`src/rtl/tile_ram_arbiter.sv`:
```
// Tile RAM slot arbiter. Each cycle it hands the single RAM port to scanout, the map
// initializer, the CPU posted-write FIFO or a CPU read, in that priority order.
//
// state      | meaning
// ST_IDLE    | waiting for a CPU request; writes push to the FIFO, reads wait for a slot
// ST_ISSUED  | read address went out last cycle; capture ram_dout this cycle
// ST_ACK     | one-cycle cpu_ack pulse
// ST_RELEASE | waiting for cpu_req to drop before accepting a new request
module tile_ram_arbiter #(
  parameter int FIFO_DEPTH = 4
) (
  input  logic       clk,
  input  logic       reset,
  input  logic       vid_active,
  input  logic [9:0] vid_addr,
  output logic [7:0] vid_data,
  input  logic       init_req,
  input  logic [9:0] init_addr,
  input  logic [7:0] init_wdata,
  output logic       init_gnt,
  input  logic       cpu_req,
  input  logic       cpu_we,
  input  logic [9:0] cpu_addr,
  input  logic [7:0] cpu_wdata,
  output logic       cpu_ack,
  output logic [7:0] cpu_rdata,
  output logic [9:0] ram_addr,
  output logic [7:0] ram_din,
  output logic       ram_we,
  input  logic [7:0] ram_dout,
  output logic       fifo_full,
  output logic       fifo_empty
);

  localparam int PTR_W = (FIFO_DEPTH > 1) ? $clog2(FIFO_DEPTH) : 1;
  localparam int CNT_W = PTR_W + 1;

  typedef enum logic [1:0] {
    ST_IDLE    = 2'd0,
    ST_ISSUED  = 2'd1,
    ST_ACK     = 2'd2,
    ST_RELEASE = 2'd3
  } cpu_state_t;

  typedef enum logic [2:0] {
    OWN_NONE  = 3'd0,
    OWN_VID   = 3'd1,
    OWN_INIT  = 3'd2,
    OWN_DRAIN = 3'd3,
    OWN_CPURD = 3'd4
  } owner_t;

  cpu_state_t state, state_nxt;
  owner_t     owner;

  logic [17:0]      fifo_mem [FIFO_DEPTH];
  logic [PTR_W-1:0] rd_ptr;
  logic [PTR_W-1:0] wr_ptr;
  logic [CNT_W-1:0] count;
  logic [17:0]      fifo_head;
  logic             push;
  logic             pop;

  logic [9:0] addr_hold;
  logic [7:0] din_hold;

  assign fifo_full  = (count == CNT_W'(FIFO_DEPTH));
  assign fifo_empty = (count == '0);
  assign fifo_head  = fifo_mem[rd_ptr];
  assign vid_data   = ram_dout;
  assign cpu_ack    = (state == ST_ACK);

  // Reads wait for an empty FIFO so a read never overtakes a posted write.
  always_comb begin
    owner = OWN_NONE;
    if (vid_active)
      owner = OWN_VID;
    else if (init_req)
      owner = OWN_INIT;
    else if (!fifo_empty)
      owner = OWN_DRAIN;
    else if (state == ST_IDLE && cpu_req && !cpu_we)
      owner = OWN_CPURD;
  end

  always_comb begin
    ram_addr = addr_hold;
    ram_din  = din_hold;
    ram_we   = 1'b0;
    init_gnt = 1'b0;
    pop      = 1'b0;
    case (owner)
      OWN_VID: begin
        ram_addr = vid_addr;
      end
      OWN_INIT: begin
        ram_addr = init_addr;
        ram_din  = init_wdata;
        ram_we   = 1'b1;
        init_gnt = 1'b1;
      end
      OWN_DRAIN: begin
        ram_addr = fifo_head[17:8];
        ram_din  = fifo_head[7:0];
        ram_we   = 1'b1;
        pop      = 1'b1;
      end
      OWN_CPURD: begin
        ram_addr = cpu_addr;
      end
      default: ;
    endcase
    // Keep the RAM port quiet while reset is held, whatever the requesters do.
    if (!reset) begin
      ram_addr = '0;
      ram_din  = '0;
      ram_we   = 1'b0;
      init_gnt = 1'b0;
      pop      = 1'b0;
    end
  end

  // A full FIFO still takes a push when the head drains on the same edge.
  assign push = reset && (state == ST_IDLE) && cpu_req && cpu_we && (!fifo_full || pop);

  always_comb begin
    state_nxt = state;
    case (state)
      ST_IDLE: begin
        if (push)
          state_nxt = ST_ACK;
        else if (owner == OWN_CPURD)
          state_nxt = ST_ISSUED;
      end
      ST_ISSUED:  state_nxt = ST_ACK;
      ST_ACK:     state_nxt = ST_RELEASE;
      ST_RELEASE: begin
        if (!cpu_req)
          state_nxt = ST_IDLE;
      end
      default:    state_nxt = ST_IDLE;
    endcase
  end

  always_ff @(posedge clk or negedge reset) begin
    if (!reset) begin
      state     <= ST_IDLE;
      cpu_rdata <= '0;
      addr_hold <= '0;
      din_hold  <= '0;
    end else begin
      state     <= state_nxt;
      addr_hold <= ram_addr;
      din_hold  <= ram_din;
      if (state == ST_ISSUED)
        cpu_rdata <= ram_dout;
    end
  end

  always_ff @(posedge clk or negedge reset) begin
    if (!reset) begin
      rd_ptr <= '0;
      wr_ptr <= '0;
      count  <= '0;
    end else begin
      if (push)
        wr_ptr <= wr_ptr + PTR_W'(1);
      if (pop)
        rd_ptr <= rd_ptr + PTR_W'(1);
      case ({push, pop})
        2'b10:   count <= count + CNT_W'(1);
        2'b01:   count <= count - CNT_W'(1);
        default: count <= count;
      endcase
    end
  end

  // Storage needs no reset: only entries between the pointers are ever read.
  always_ff @(posedge clk) begin
    if (push)
      fifo_mem[wr_ptr] <= {cpu_addr, cpu_wdata};
  end

endmodule

```
`config.mk`:
```
export PLATFORM = sky130hd
export DESIGN_NAME = tile_ram_arbiter
export DESIGN_NICKNAME = d
export VERILOG_FILES = /design/src/rtl/tile_ram_arbiter.sv
export SDC_FILE = /design/constraint.sdc
export NUM_CORES = 1
export LEC_CHECK = 0
export CORE_MARGIN = 10
export CORE_UTILIZATION = 56
export CTS_BUF_LIST = sky130_fd_sc_hd__clkbuf_8
export DETAILED_ROUTE_END_ITERATION = 8
export GPL_TIMING_DRIVEN = 0
export HOLD_SLACK_MARGIN = 0.08
export PLACE_DENSITY = 0.95
export SLEW_MARGIN = 30
export SYNTH_ARGS = -nofsm -noshare
export SYNTH_HDL_FRONTEND = slang
export SYNTH_SLANG_ARGS = --single-unit
```
`constraint.sdc`:
```
create_clock -name clk -period 5.5 [get_ports clk]
set_input_delay 0.825 -clock clk [delete_from_list [all_inputs] [get_ports clk]]
set_output_delay 0.825 -clock clk [all_outputs]
set_load 0.01 [all_outputs]
```
==> flow_summary.ini <==
[pwr]
clkPwrFrac_pct = 21.9
internal_power_w = 0.00160
p_comb_share_pct = 34.3
p_per_area_mw_per_mm2 = 392
switching_share_pct = 31.3
power.leakage_nw = 2.16
seq_power_share_pct = 43.8
ir_worst_vdd_uv = 248
power.switching_w = 0.000728

[timing]
worst_pin_slew_ns = 0.544
slew_viol_final = 0
rsz0062_at_grt = false
hold_viol = 0
layout_worst_path_cycle_share_pct = 76.3
finalSetupViolations = 0
max-slew-margin-rel_pct = 63.7
fin_skew_ns = 0.0157
max_freq_ghz = 0.238
fin_setup_tns_ns = 0
timing.final.crit_period_ns = 4.20
finalWorstSetupSlack_ns = 1.30

[worst_setup_path]
critPathSlowestCell = clkdlybuf4s50_1
critPathCaptureType = primary output
cp.arrival_ns = 3.37
cp.required_ns = 4.68
path_class = in2out
worst-path-buf-inv = 2
start_kind = input port
crit_top_cell = clkdlybuf4s50_1
crit_family = buffers and inverters
r2r_slack_ns = 3.12
crit_chain = clkdlybuf4s50_1 -> or2_2 -> nor2_2 -> o21ai_0 -> a31oi_1 -> clkdlybuf4s50_1
cp_max_fo = 10
slowest_delay_ns = 0.63

[synthesis]
async_flop_share_pct = 32.7
yosys.cell_types.count = 37
syn_avg_cell_area_um2 = 15.4
syn_inst = 296
synth_area_leader_cell = edfxtp_1
ys_warn_count = 0
synth_nets = 367
synth.top_cell.area_share_pct = 47.4
ys.flop_type = edfxtp_1
synth-edff-count = 72
syn_area_mm2 = 0.00456
synth.most_common_cell = edfxtp_1
yosysSeqAreaShare_pct = 66.6
synthTopCellsByArea = edfxtp_1 47%, dfrtp_1 19%, mux4_2 8.9%, o21ai_0 3.3%, ha_1 2.7%
synth_commonest_cells = 72 x edfxtp_1, 35 x dfrtp_1, 30 x o21ai_0, 18 x mux4_2, 14 x nand2_1
synth-seq-cells = 107

[global_route]
met2_usage_pct = 34.2
grt_pass1_vias = 3260
grt_overflow = 0
grtUsageMet3_pct = 4.47
antenna_found_initial = 0
grt_pass1_wl_um = 18300
grt_use_total_pct = 20.1
grtUsageMet1_pct = 23.6
grt_max_degree = 22
busiest_layer = met2

[flow_run]
max_cap_violations = 0

[floorplanning]
core-area_mm2 = 0.00781
fp-row-count = 32
pin_count = 99
die_w_um = 110
initial_core_util_pct = 58.4
die-area_mm2 = 0.0122
fp.dieH_um = 110

[layout]
area_growth_pct = 30.0
diodes = 0
nets = 478
drive_gt1_share_pct = 16.7

[clock_tree]
clock_latency_ns = 0.38
cts_buffer_depth = 2
path_clk_slew_ns = 0.10
postCtsSetupBuffers = 0
cts_tree = done
post_cts_resized = 0
numCtsBuffers = 9
clkSinkCount = 107
ctsRootBufferMaster = clkbuf_8
cts_max_level = 3
hold_buffers = 0

[worst_hold_path]
hold_path_class = in2async

[placement]
pre_cts_ws_ns = 1.44
gp_congestion = 0.910
dp_hpwl_um = 8610
io_buffers = 98

[route]
first_pass_iters = 5
ant_nets = 0
post_drt_wl_per_cell_um = 23.2
vias = 3184
drcViolationCount = 0
routed_wl_um = 11900
drtIter0Drc = 231
via_per_inst = 6.19

[run_status]
outcome = finished clean
## path summary, 6_finish.rpt
path	start	cells after the start	to
max	vid_active	6	ram_addr[8]
min	reset	1	cpu_rdata[5]
max reg2reg	state[0]	7	fifo_mem[0][7]
min reg2reg	count[2]	1	count[2]
max in group asynchronous	reset	2	state[1]
min in group clk	count[2]	1	count[2]
## cells by family (layout without fill, tap and decap cells)
group / Yosys count / in the layout / share of synthesized area (%)
simple gates: 47 / 47 / 5.52
mux: 27 / 27 / 11.1
compound gates: 65 / 65 / 8.86
flops: 107 / 107 / 66.6
xor+xnor: 6 / 6 / 1.15
buf+inv: 33 / 149 / 3.57
fa+ha+maj: 11 / 11 / 3.18
## area by class of cell
class | count | area, um^2
multi-input combinational | 156 | 1360
timing repair buffer | 100 | 1020
buffer | 21 | 118
clock buffer | 9 | 124
sequential | 107 | 3040
clock inverter | 7 | 92.6
fill | 459 | 1880
tap | 102 | 128
inverter | 12 | 45.0
## metrics by stage
stage	hold WS (ns)	utilization, %	std cells	power (W)	area [um^2]
2_1_floorplan	0.456	-	296	0.00151	4560
3_3_place_gp	0.470	72.6	496	0.00178	5670
3_5_place_dp	0.486	72.9	497	0.00183	5690
4_1_cts	0.415	75.7	513	0.00234	5910
5_1_grt	0.431	75.9	514	0.00244	5930
6_report	0.412	75.9	514	0.00233	5930
## cells in the final DEF, fill, tap and decap left out, types with 2 or more instances in the layout
master / count
clkdlybuf4s50_1: 97
edfxtp_1: 72
dfrtp_1: 35
o21ai_0: 30
mux4_2: 18
nand2_1: 14
inv_1: 12
a22oi_1: 12
nor2_1: 11
a31oi_1: 10
ha_1: 10
clkbuf_8: 9
buf_2: 8
mux2_2: 8
buf_4: 8
o22ai_1: 7
clkbuf_1: 6
nand3_1: 3
a21oi_1: 3
and2_2: 3
and2_1: 3
xor2_1: 3
xnor2_1: 3
inv_6: 3
nand4b_1: 2
## sequential cells by signal (all words and copies together) (netlist names)
signal,count
rd_ptr,2
addr_hold,10
cpu_rdata,8
count,3
din_hold,8
state,2
fifo_mem,72
wr_ptr,2
## power by group through the flow
| stage | sequential (W) | combinational [W] | clock (W) |
|---|---|---|---|
| 2_1_floorplan | 0.00104 | 0.000471 | 0 |
| 5_1_grt | 0.00103 | 0.000864 | 0.000548 |
| 4_1_cts | 0.00102 | 0.000801 | 0.000515 |
| 3_5_place_dp | 0.00104 | 0.000795 | 0 |
| 3_3_place_gp | 0.00102 | 0.000753 | 0 |
| 6_report | 0.00102 | 0.000798 | 0.000510 |
## per-layer routing
metal  share of wire [%]  vias to the layer above
met5                   0                        -
met4                 4.2                        0
met3                 8.3                       41
met2                  52                      191
met1                  36                     1604
li1                    -                     1348
(Power assumes the default switching activity.)
==> edit, RTL diff (same settings) <==
`addr_hold` and `din_hold` no longer have a reset.
--- a/src/rtl/tile_ram_arbiter.sv
+++ b/src/rtl/tile_ram_arbiter.sv
@@ -146,15 +146,16 @@
     if (!reset) begin
       state     <= ST_IDLE;
       cpu_rdata <= '0;
-      addr_hold <= '0;
-      din_hold  <= '0;
     end else begin
       state     <= state_nxt;
-      addr_hold <= ram_addr;
-      din_hold  <= ram_din;
       if (state == ST_ISSUED)
         cpu_rdata <= ram_dout;
     end
+  end
+
+  always_ff @(posedge clk) begin
+    addr_hold <= ram_addr;
+    din_hold  <= ram_din;
   end
 
   always_ff @(posedge clk or negedge reset) begin
Function: same outputs for any inputs over 10 cycles, from zero or initial values and one cycle with reset low; that may be too few to reach the edited logic, so the function may still have changed.
==> edit against the unedited design <==
- cell area down 2.8%
- total power decreased by 3.0%
- register-to-register slack got worse by 0.27 ns
- non-clock buffer count down 2
- setup slack better by 0.10 ns
- utilization is 1.4 points lower
- routed wire length decreased by 8.3%
- area after synthesis down 2.0%
- sequential cell count did not move
- critical endpoint is now ram_addr[6]
- highest routed layer unchanged
==> edit: results (changes against the unedited design) <==
.. list-table::
   :header-rows: 1

   * - Metric
     - Value
   * - Total placed instance area
     - 0.00558 sq mm (-2.0%)
   * - Area fraction in compound gates after synthesis
     - 9.04% (+0.18 points)
   * - Global-route wire length before repair
     - 16300 um (-11%)
   * - Clock buffers created by TritonCTS
     - 9 (unchanged)
   * - VDD IR-drop max
     - 0.000234 V (-5.6%)
   * - Data arrival time of the critical path
     - 3.27 ns (-0.10 ns)
   * - Cell Count, Final, Fillers Out
     - 512 (-0.39%)
   * - Transition time at the pin with the least slew margin
     - 0.942 ns (+0.398 ns)
   * - Placer congestion estimate
     - 0.822 (-9.6%)
   * - Number of global-route vias before repair
     - 3123 (-4.2%)
   * - Share of the synthesized netlist area taken by xor and xnor gates
     - 1.18% (+0.023 points)
   * - Portion of netlist area occupied by mux cells
     - 11.3% (+0.22 points)
   * - Sequential area share after synthesis
     - 66.0% (-0.67 points)
   * - Top post-synthesis cells by area
     - sky130_fd_sc_hd__edfxtp_1 48%, sky130_fd_sc_hd__dfrtp_1 9.5%, sky130_fd_sc_hd__mux4_2 9.1%
   * - Clock Root Buffer
     - sky130_fd_sc_hd__clkbuf_8
   * - Cell variety after synth
     - 38 (+2.7%)
   * - Final Skew
     - 0.00692 ns (-0.00876 ns)
   * - Ratio of total power to cell area
     - 392 mW/mm^2 (-0.18%)
   * - Top cells by instance count after synthesis
     - 72 x sky130_fd_sc_hd__edfxtp_1, 30 x sky130_fd_sc_hd__o21ai_0, 18 x sky130_fd_sc_hd__dfxtp_1, 18 x sky130_fd_sc_hd__mux4_2, 17 x sky130_fd_sc_hd__dfrtp_1
   * - Number of DRC violations after detailed-routing iteration 0
     - 275 (+19%)
   * - Synth async-reset ratio
     - 15.9% (-17 points)
   * - Number of placed cells counting well taps
     - 496 (-0.20%)
   * - Share of cells above drive strength 1
     - 16.1% (-0.65 points)
   * - Total number of vias
     - 3030 (-4.8%)
   * - Placed wire-length estimate after detailed placement
     - 7900 um (-8.2%)
   * - Adder-Cell Fraction of Synth Area
     - 3.25% (+0.064 points)
   * - Total wire length after detailed routing
     - 10900 um (-8.3%)
   * - GRT Total Usage
     - 17.9% (-2.1 points)
   * - Outcome
     - complete, no violations
   * - Number of filler instances in the final layout
     - 466 (+1.5%)
==> edit: logic make-up after synthesis <==
group           after synthesis
compound gates               65
mux                          27
fa+ha+maj                    11
flops                       107
simple gates                 47
xor+xnor                      6
buf+inv                      33
==> edit: metrics by stage <==
stage / setup slack, ns / total power, mW
after floorplan: 2.87 / 1.51
after global placement: 1.43 / 1.78
after detailed placement: 1.31 / 1.82
after CTS: 1.30 / 2.27
after global routing: 1.37 / 2.37
final: 1.41 / 2.26
==> edit: path summary, 6_finish.rpt <==
check	start	end	slack, ns	cells past startpoint
worst min register to register	count[2]	count[2]	0.50	1
worst max-delay path	init_req	ram_addr[6]	1.41	7
max in group asynchronous	reset	wr_ptr[1]	4.82	1
min in group clk	count[2]	count[2]	0.50	1
worst min-delay path	reset	cpu_rdata[1]	0.37	1
worst max register to register	state[1]	fifo_mem[1][10]	2.85	6
==> edit: final cells by class <==
class	instances	share of cell area [%]
timing repair buffer	98	16.9
clock inverter	7	1.04
tap	102	2.22
multi-input combinational	156	23.7
clock buffer	9	2.15
inverter	12	0.782
sequential	107	51.2
buffer	21	2.04
==> edit: metal layers <==
metal  share of wire (%)  GRT usage (%)
met1                  37           20.3
met2                  51           30.5
met3                 8.7           5.85
met4                 3.1           7.81
met5                   0              0
==> edit: power by group <==
part	leakage [nW]	total [mW]	switching (mW)	internal, mW
Sequential	0.997	1.02	0.0541	0.961
Clock	0.0913	0.458	0.285	0.173
Combinational	0.952	0.784	0.373	0.411
Total	2.04	2.26	0.712	1.55
